<file path="src/rtl/ifu_pfq.sv">
// ifu_pfq: instruction prefetch queue between a synchronous instruction SRAM and the decoder.
//
// Issues one SRAM read per cycle while queue credit allows (occupancy plus the read in
// flight must stay below DEPTH), buffers responses as {pc, ins} in a DEPTH-entry FIFO and
// hands the oldest entry to the consumer. A branch restarts fetch at br_adr. A flush
// replays from the oldest instruction not yet handed off.
//
// Optional feature: define IFU_PFQ_BYPASS_EN to present a response directly on the
// ifu_* outputs when the FIFO is empty. It is only pushed if it is not taken that cycle.
//
// Ports:
//   clk, rstn       clock, asynchronous active-low reset
//   flush           discard queued and in-flight instructions, replay from cpc
//   stall           consumer stall; head instruction is not taken while high
//   branch, br_adr  redirect fetch to {br_adr[31:2], 2'b00}; priority over flush
//   ifu_vld/pc/ins  head instruction to the consumer (pc/ins are 0 when not valid)
//   ins_a, ins_e    SRAM word address and read enable
//   ins             SRAM read data, valid the cycle after ins_e
module ifu_pfq #(
  parameter int unsigned AW       = 16,
  parameter int unsigned DEPTH    = 4,
  parameter logic [31:0] RESET_PC = 32'h0
) (
  input  logic          clk,
  input  logic          rstn,
  input  logic          flush,
  input  logic          stall,
  input  logic          branch,
  input  logic [31:0]   br_adr,
  output logic          ifu_vld,
  output logic [31:0]   ifu_pc,
  output logic [31:0]   ifu_ins,
  output logic [AW-1:0] ins_a,
  output logic          ins_e,
  input  logic [31:0]   ins
);

  localparam int unsigned PW = (DEPTH > 1) ? $clog2(DEPTH) : 1;
  localparam int unsigned CW = PW + 1;

  logic [31:0]   fpc_q, fpc_d;
  logic [31:0]   cpc_q, cpc_d;
  logic [31:0]   ipc_q, ipc_d;
  logic          inflight_q, inflight_d;
  logic          drop_q, drop_d;
  logic [PW-1:0] rd_ptr_q, rd_ptr_d;
  logic [PW-1:0] wr_ptr_q, wr_ptr_d;
  logic [CW-1:0] count_q, count_d;

  logic [31:0] pc_mem  [DEPTH];
  logic [31:0] ins_mem [DEPTH];

  logic          redirect;
  logic          rsp_ok;
  logic          fifo_nonempty;
  logic          byp;
  logic          take;
  logic          push;
  logic          pop;
  logic [CW:0]   occ;
  logic [31:0]   head_pc;
  logic [31:0]   head_ins;
  logic [31:0]   br_tgt;
  logic [1:0]    unused_br_lsb;

  assign unused_br_lsb = br_adr[1:0];
  assign br_tgt        = {br_adr[31:2], 2'b00};
  assign redirect      = branch | flush;
  assign fifo_nonempty = (count_q != '0);

  // A response is usable only if it was not cancelled earlier and no redirect is
  // happening in the response cycle itself.
  assign rsp_ok = inflight_q & ~drop_q & ~redirect;

`ifdef IFU_PFQ_BYPASS_EN
  assign byp = rsp_ok & ~fifo_nonempty;
`else
  assign byp = 1'b0;
`endif

  // Credit check takes no account of a same-cycle pop.
  assign occ   = {1'b0, count_q} + {{CW{1'b0}}, inflight_q};
  assign ins_e = rstn & ~redirect & (occ < (CW + 1)'(DEPTH));
  assign ins_a = fpc_q[AW+1:2];

  assign head_pc  = fifo_nonempty ? pc_mem[rd_ptr_q]  : ipc_q;
  assign head_ins = fifo_nonempty ? ins_mem[rd_ptr_q] : ins;

  assign ifu_vld = rstn & ~redirect & (fifo_nonempty | byp);
  assign ifu_pc  = ifu_vld ? head_pc  : 32'h0;
  assign ifu_ins = ifu_vld ? head_ins : 32'h0;

  assign take = ifu_vld & ~stall;
  assign pop  = take & fifo_nonempty;
  assign push = rsp_ok & ~(byp & take);

  always_comb begin
    fpc_d      = fpc_q;
    cpc_d      = cpc_q;
    ipc_d      = ipc_q;
    inflight_d = ins_e;
    drop_d     = 1'b0;
    rd_ptr_d   = rd_ptr_q;
    wr_ptr_d   = wr_ptr_q;
    count_d    = count_q;

    if (ins_e) begin
      ipc_d = fpc_q;
      fpc_d = fpc_q + 32'd4;
    end

    if (push) begin
      wr_ptr_d = wr_ptr_q + PW'(1);
    end
    if (pop) begin
      rd_ptr_d = rd_ptr_q + PW'(1);
    end
    if (take) begin
      cpc_d = head_pc + 32'd4;
    end

    case ({push, pop})
      2'b10:   count_d = count_q + CW'(1);
      2'b01:   count_d = count_q - CW'(1);
      default: count_d = count_q;
    endcase

    if (redirect) begin
      rd_ptr_d = '0;
      wr_ptr_d = '0;
      count_d  = '0;
      // The response landing this cycle is already rejected by rsp_ok; drop marks that
      // any read outstanding across the redirect is stale.
      drop_d   = inflight_q;
      if (branch) begin
        fpc_d = br_tgt;
        cpc_d = br_tgt;
      end else begin
        fpc_d = cpc_q;
      end
    end
  end

  always_ff @(posedge clk or negedge rstn) begin
    if (!rstn) begin
      fpc_q      <= RESET_PC;
      cpc_q      <= RESET_PC;
      ipc_q      <= 32'h0;
      inflight_q <= 1'b0;
      drop_q     <= 1'b0;
      rd_ptr_q   <= '0;
      wr_ptr_q   <= '0;
      count_q    <= '0;
    end else begin
      fpc_q      <= fpc_d;
      cpc_q      <= cpc_d;
      ipc_q      <= ipc_d;
      inflight_q <= inflight_d;
      drop_q     <= drop_d;
      rd_ptr_q   <= rd_ptr_d;
      wr_ptr_q   <= wr_ptr_d;
      count_q    <= count_d;
    end
  end

  // Storage needs no reset; count_q qualifies every read.
  always_ff @(posedge clk) begin
    if (push) begin
      pc_mem[wr_ptr_q]  <= ipc_q;
      ins_mem[wr_ptr_q] <= ins;
    end
  end

endmodule

</file>
<file path="config.mk">
export PLATFORM = sky130hd
export DESIGN_NAME = ifu_pfq
export DESIGN_NICKNAME = d
export VERILOG_FILES = /design/src/rtl/ifu_pfq.sv
export SDC_FILE = /design/constraint.sdc
export NUM_CORES = 1
export LEC_CHECK = 0
export CAP_MARGIN = 15
export CELL_PAD_IN_SITES_DETAIL_PLACEMENT = 2
export CELL_PAD_IN_SITES_GLOBAL_PLACEMENT = 2
export CORE_MARGIN = 2
export CORE_UTILIZATION = 30
export CTS_BUF_LIST = sky130_fd_sc_hd__clkbuf_4
export CTS_CLUSTER_DIAMETER = 40
export DETAILED_ROUTE_END_ITERATION = 7
export GPL_ROUTABILITY_DRIVEN = 0
export PLACE_DENSITY = 0.71
export SLEW_MARGIN = 30
export SYNTH_ARGS = -nofsm -noshare
export SYNTH_HDL_FRONTEND = slang
export SYNTH_SLANG_ARGS = --single-unit
export TNS_END_PERCENT = 20
</file>
<file path="constraint.sdc">
create_clock -name clk -period 6.8 [get_ports clk]
set_input_delay 1.36 -clock clk [delete_from_list [all_inputs] [get_ports clk]]
set_output_delay 1.36 -clock clk [all_outputs]
set_load 0.005 [all_outputs]
</file>
==> qor.log <==
qor: cells_and_area.fin_nets 1375
qor: cells_and_area.drive_gt1_frac 0.202
qor: cts.ctsLongestPathBuffers 3
qor: cells_and_area.layoutNonFillerInstCount 2068
qor: critical_path.reg2reg_to cpc_q[26]$_DFF_PN0_
qor: die.fp.dieArea 54500 sq um
qor: routing.drt-wirelength-per-cell 21.5 um
qor: synthesis.number_of_nets_in_the_synthesized_netlist 1180
qor: routing.route.vias.total 9935
qor: die.dieHeight 234 um
qor: timing.finalSetupTns 0 ns
qor: timing.final.setup.worst_slack 1.52 ns
qor: timing.final.setup_skew 0.0315 ns
qor: synthesis.post_synth_inst_count 1104
qor: timing.fin_hold_ws 0.472 ns
qor: grt.vias_in_the_first_global_route 11289
qor: die.std_cell_rows 84
qor: timing.worst_slew_pin_slew 0.910 ns
qor: routing.route.detailed.drc 0
qor: cts.cts-hold-fix-buffers 0
qor: power_and_ir_drop.worst_ir_drop_vdd 0.0000829 V
qor: synthesis.async_reset_ff_frac 0.291
qor: cells_and_area.finish.utilization 0.367
qor: cts.buffer_type_at_the_clock_tree_root sky130_fd_sc_hd__clkbuf_4
qor: synthesis.ys_warn_count 0
qor: synthesis.syn_avg_cell_area 14.3 sq um
qor: grt.groute.usage.overall 0.169
qor: routing.vias_per_cell 4.80
qor: power_and_ir_drop.power.clock.fraction 0.404
qor: place.dp_cells 1884
qor: cts.h-tree-depth 3
qor: timing.setup-violations-final 0
qor: grt.gr-usage-met2 0.278
qor: grt.met1_usage 0.220
qor: worst_hold_path.min-delay-path-class flop to flop
qor: power_and_ir_drop.seq_power_share 0.523
qor: power_and_ir_drop.power.share.combinational 0.073
qor: cts.cts_repair_resize_count 0
qor: cells_and_area.most-common-layout-cells 256 x sky130_fd_sc_hd__edfxtp_1, 160 x sky130_fd_sc_hd__nand2_1, 157 x sky130_fd_sc_hd__clkbuf_4
qor: routing.first_pass_iters 4
qor: critical_path.timing.critical_path.required 5.44 ns
qor: power_and_ir_drop.power.switching_fraction 0.251
qor: synthesis.number_of_enable_flip_flop_cells_after_synthesis 256
qor: synthesis.yosys.cell_types.count 64
qor: timing.maxSlewHeadroom 0.394
qor: power_and_ir_drop.p_int 3.69 mW
qor: critical_path.regToRegStartpoint rd_ptr_q[1]$_DFFE_PN0P_
qor: cells_and_area.area_growth_syn_to_layout 21.6%
qor: timing.final-hold-violation-count 0
qor: critical_path.worst_setup_path_end_kind primary output
qor: grt.grt_max_degree 58
qor: routing.detail-route-antenna-nets 0
qor: job.timing.max_cap.violations 0
qor: cts.clock_insertion_delay_worst_skew 0.78 ns
qor: power_and_ir_drop.p_switching 1.23 mW
qor: place.detailed_placement_wirelength_estimate 28.7 mm
qor: grt.antenna_violations_before_repair 2
qor: outcome.outcome finished clean
qor: power_and_ir_drop.power.density 256 nW/um^2
qor: critical_path.startpoint_type input port
qor: cts.number_of_post_cts_setup_repair_buffers 0
qor: power_and_ir_drop.cellLeakagePower 6.82 nW
qor: cts.clk_pin_slew 0.06 ns
qor: cts.cts_tree done
qor: grt.grt_first_pass_wirelength 68.6 mm
qor: critical_path.worstSetupPathType input port to primary output
qor: place.detailedPlace.worstSlack 1.48 ns
qor: synthesis.postSynthRegisterBits 361
qor: grt.gr-usage-met3 0.0334
qor: die.die_width 234 um
qor: place.port_buffers 148
qor: cts.cts-buffers-inserted 100
qor: cts.cts.sinks 361
qor: timing.grt_setup_unrepaired false
qor: routing.drt_first_iter_violations 465
qor: synthesis.post_synth_instance_area 15800 sq um
qor: timing.fmax 0.189 GHz
qor: timing.final_period_minus_worst_setup_slack 5.28 ns
qor: synthesis.synth_ff_type sky130_fd_sc_hd__edfxtp_1
qor: critical_path.cp.arrival 3.92 ns
qor: critical_path.critPathLaunch flush
qor: die.initial_utilization 0.302
qor: routing.route.final.wire_length 44.4 mm
qor: critical_path.r2r_setup_slack 3.02 ns
qor: critical_path.endpoint_of_the_worst_setup_timing_path ins_e
qor: synthesis.synth_sequential_area_ratio 0.653
qor: timing.maxSlewViolCount 0
qor: critical_path.reg2reg_depth 10
qor: die.core_area 52300 sq um
qor: cells_and_area.layout.cells.most_common sky130_fd_sc_hd__edfxtp_1
qor: timing.fin_crit_sh 0.777
qor: grt.grt_overflow_total 0
qor: die.io-pin-count 151
qor: grt.grt_busiest_layer met2
qor: critical_path.critPathMaxFanout 38
## worst min-delay path by stage
| stage | from | end | cells past startpoint | slack (ns) |
|---|---|---|---|---|
| global placement | fpc_q[0]$_DFFE_PN0P_ | fpc_q[0]$_DFFE_PN0P_ | 2 | 0.45 |
| CTS | rstn | cpc_q[6]$_DFF_PN0_ | 1 | 0.39 |
| detailed placement | fpc_q[1]$_DFFE_PN0P_ | fpc_q[1]$_DFFE_PN0P_ | 2 | 0.46 |
| finish | fpc_q[1]$_DFFE_PN0P_ | fpc_q[1]$_DFFE_PN0P_ | 2 | 0.47 |
| floorplan | fpc_q[0]$_DFFE_PN0P_ | fpc_q[0]$_DFFE_PN0P_ | 2 | 0.44 |
| global route | rstn | cpc_q[20]$_DFF_PN0_ | 1 | 0.44 |
## metrics by stage
step                      total power, mW  cell area, sq um
after floorplan                      2.77             15800
after global placement               2.96             17900
after detailed placement             2.98             17900
after CTS                            5.03             19200
after global routing                 5.18             19200
final                                4.92             19200
## cell families after synthesis
| group | share of synthesized area |
|---|---|
| AO/OA/AOI/OAI | 0.0428 |
| XOR/XNOR | 0.0321 |
| adder cells (fa/ha/maj) | 0.00602 |
| buffers and inverters | 0.0295 |
| flip-flops | 0.653 |
| multiplexers | 0.119 |
| AND/OR/NAND/NOR | 0.118 |
## metal layers
metal	vias up	routed length [um]	share of wire
met3	67	2210	0.050
met2	241	21700	0.49
met5	-	0	0
met4	0	979	0.022
li1	4525	-	-
met1	5102	19600	0.44
## sequential cells by signal, indices dropped and copies added, names as in the netlist
register and cells:
pc_mem 128, fpc_q 32, inflight_q 1, wr_ptr_q 2, cpc_q 32, ins_mem 128
ipc_q 32, rd_ptr_q 2, drop_q 1, count_q 3
## power by group through the flow
stage / Sequential (mW) / Combinational [mW] / Clock (mW)
floorplan: 2.57 / 0.204 / 0
global placement: 2.61 / 0.351 / 0
detailed placement: 2.62 / 0.363 / 0
CTS: 2.57 / 0.367 / 2.09
global route: 2.59 / 0.400 / 2.19
finish: 2.57 / 0.359 / 1.99
## cell usage after synthesis, types with 19 or more instances
| cell type | count | area, sq um |
|---|---|---|
| sky130_fd_sc_hd__edfxtp_1 | 256 | 7690 |
| sky130_fd_sc_hd__nand2_1 | 160 | 601 |
| sky130_fd_sc_hd__dfrtp_1 | 105 | 2630 |
| sky130_fd_sc_hd__nor2_1 | 70 | 263 |
| sky130_fd_sc_hd__mux4_2 | 57 | 1280 |
| sky130_fd_sc_hd__and2_1 | 43 | 269 |
| sky130_fd_sc_hd__mux2i_1 | 39 | 390 |
| sky130_fd_sc_hd__o21ai_0 | 36 | 180 |
| sky130_fd_sc_hd__clkbuf_1 | 35 | 131 |
| sky130_fd_sc_hd__nand3_1 | 31 | 155 |
| sky130_fd_sc_hd__a21oi_1 | 30 | 150 |
| sky130_fd_sc_hd__xnor2_1 | 30 | 263 |
| sky130_fd_sc_hd__xor2_1 | 28 | 245 |
| sky130_fd_sc_hd__and3_1 | 19 | 119 |
| sky130_fd_sc_hd__buf_4 | 19 | 143 |
## layout make-up
type	instances	area [sq um]
Antenna cell	1	2.50
Clock buffer	157	1180
Clock inverter	25	125
Fill cell	5352	33100
Inverter	13	48.8
Multi-Input combinational cell	654	5030
Sequential cell	361	10300
Tap cell	688	861
Timing Repair Buffer	169	1640
## worst max-delay path, cell delays in order
cell and delay [ns]:
sky130_fd_sc_hd__clkdlybuf4s50_1 0.57, sky130_fd_sc_hd__or4b_4 0.65, sky130_fd_sc_hd__or2_2 0.62, sky130_fd_sc_hd__clkinv_1 0.17
sky130_fd_sc_hd__clkdlybuf4s50_1 0.51
No activity file was read; power rests on OpenSTA's default activity.
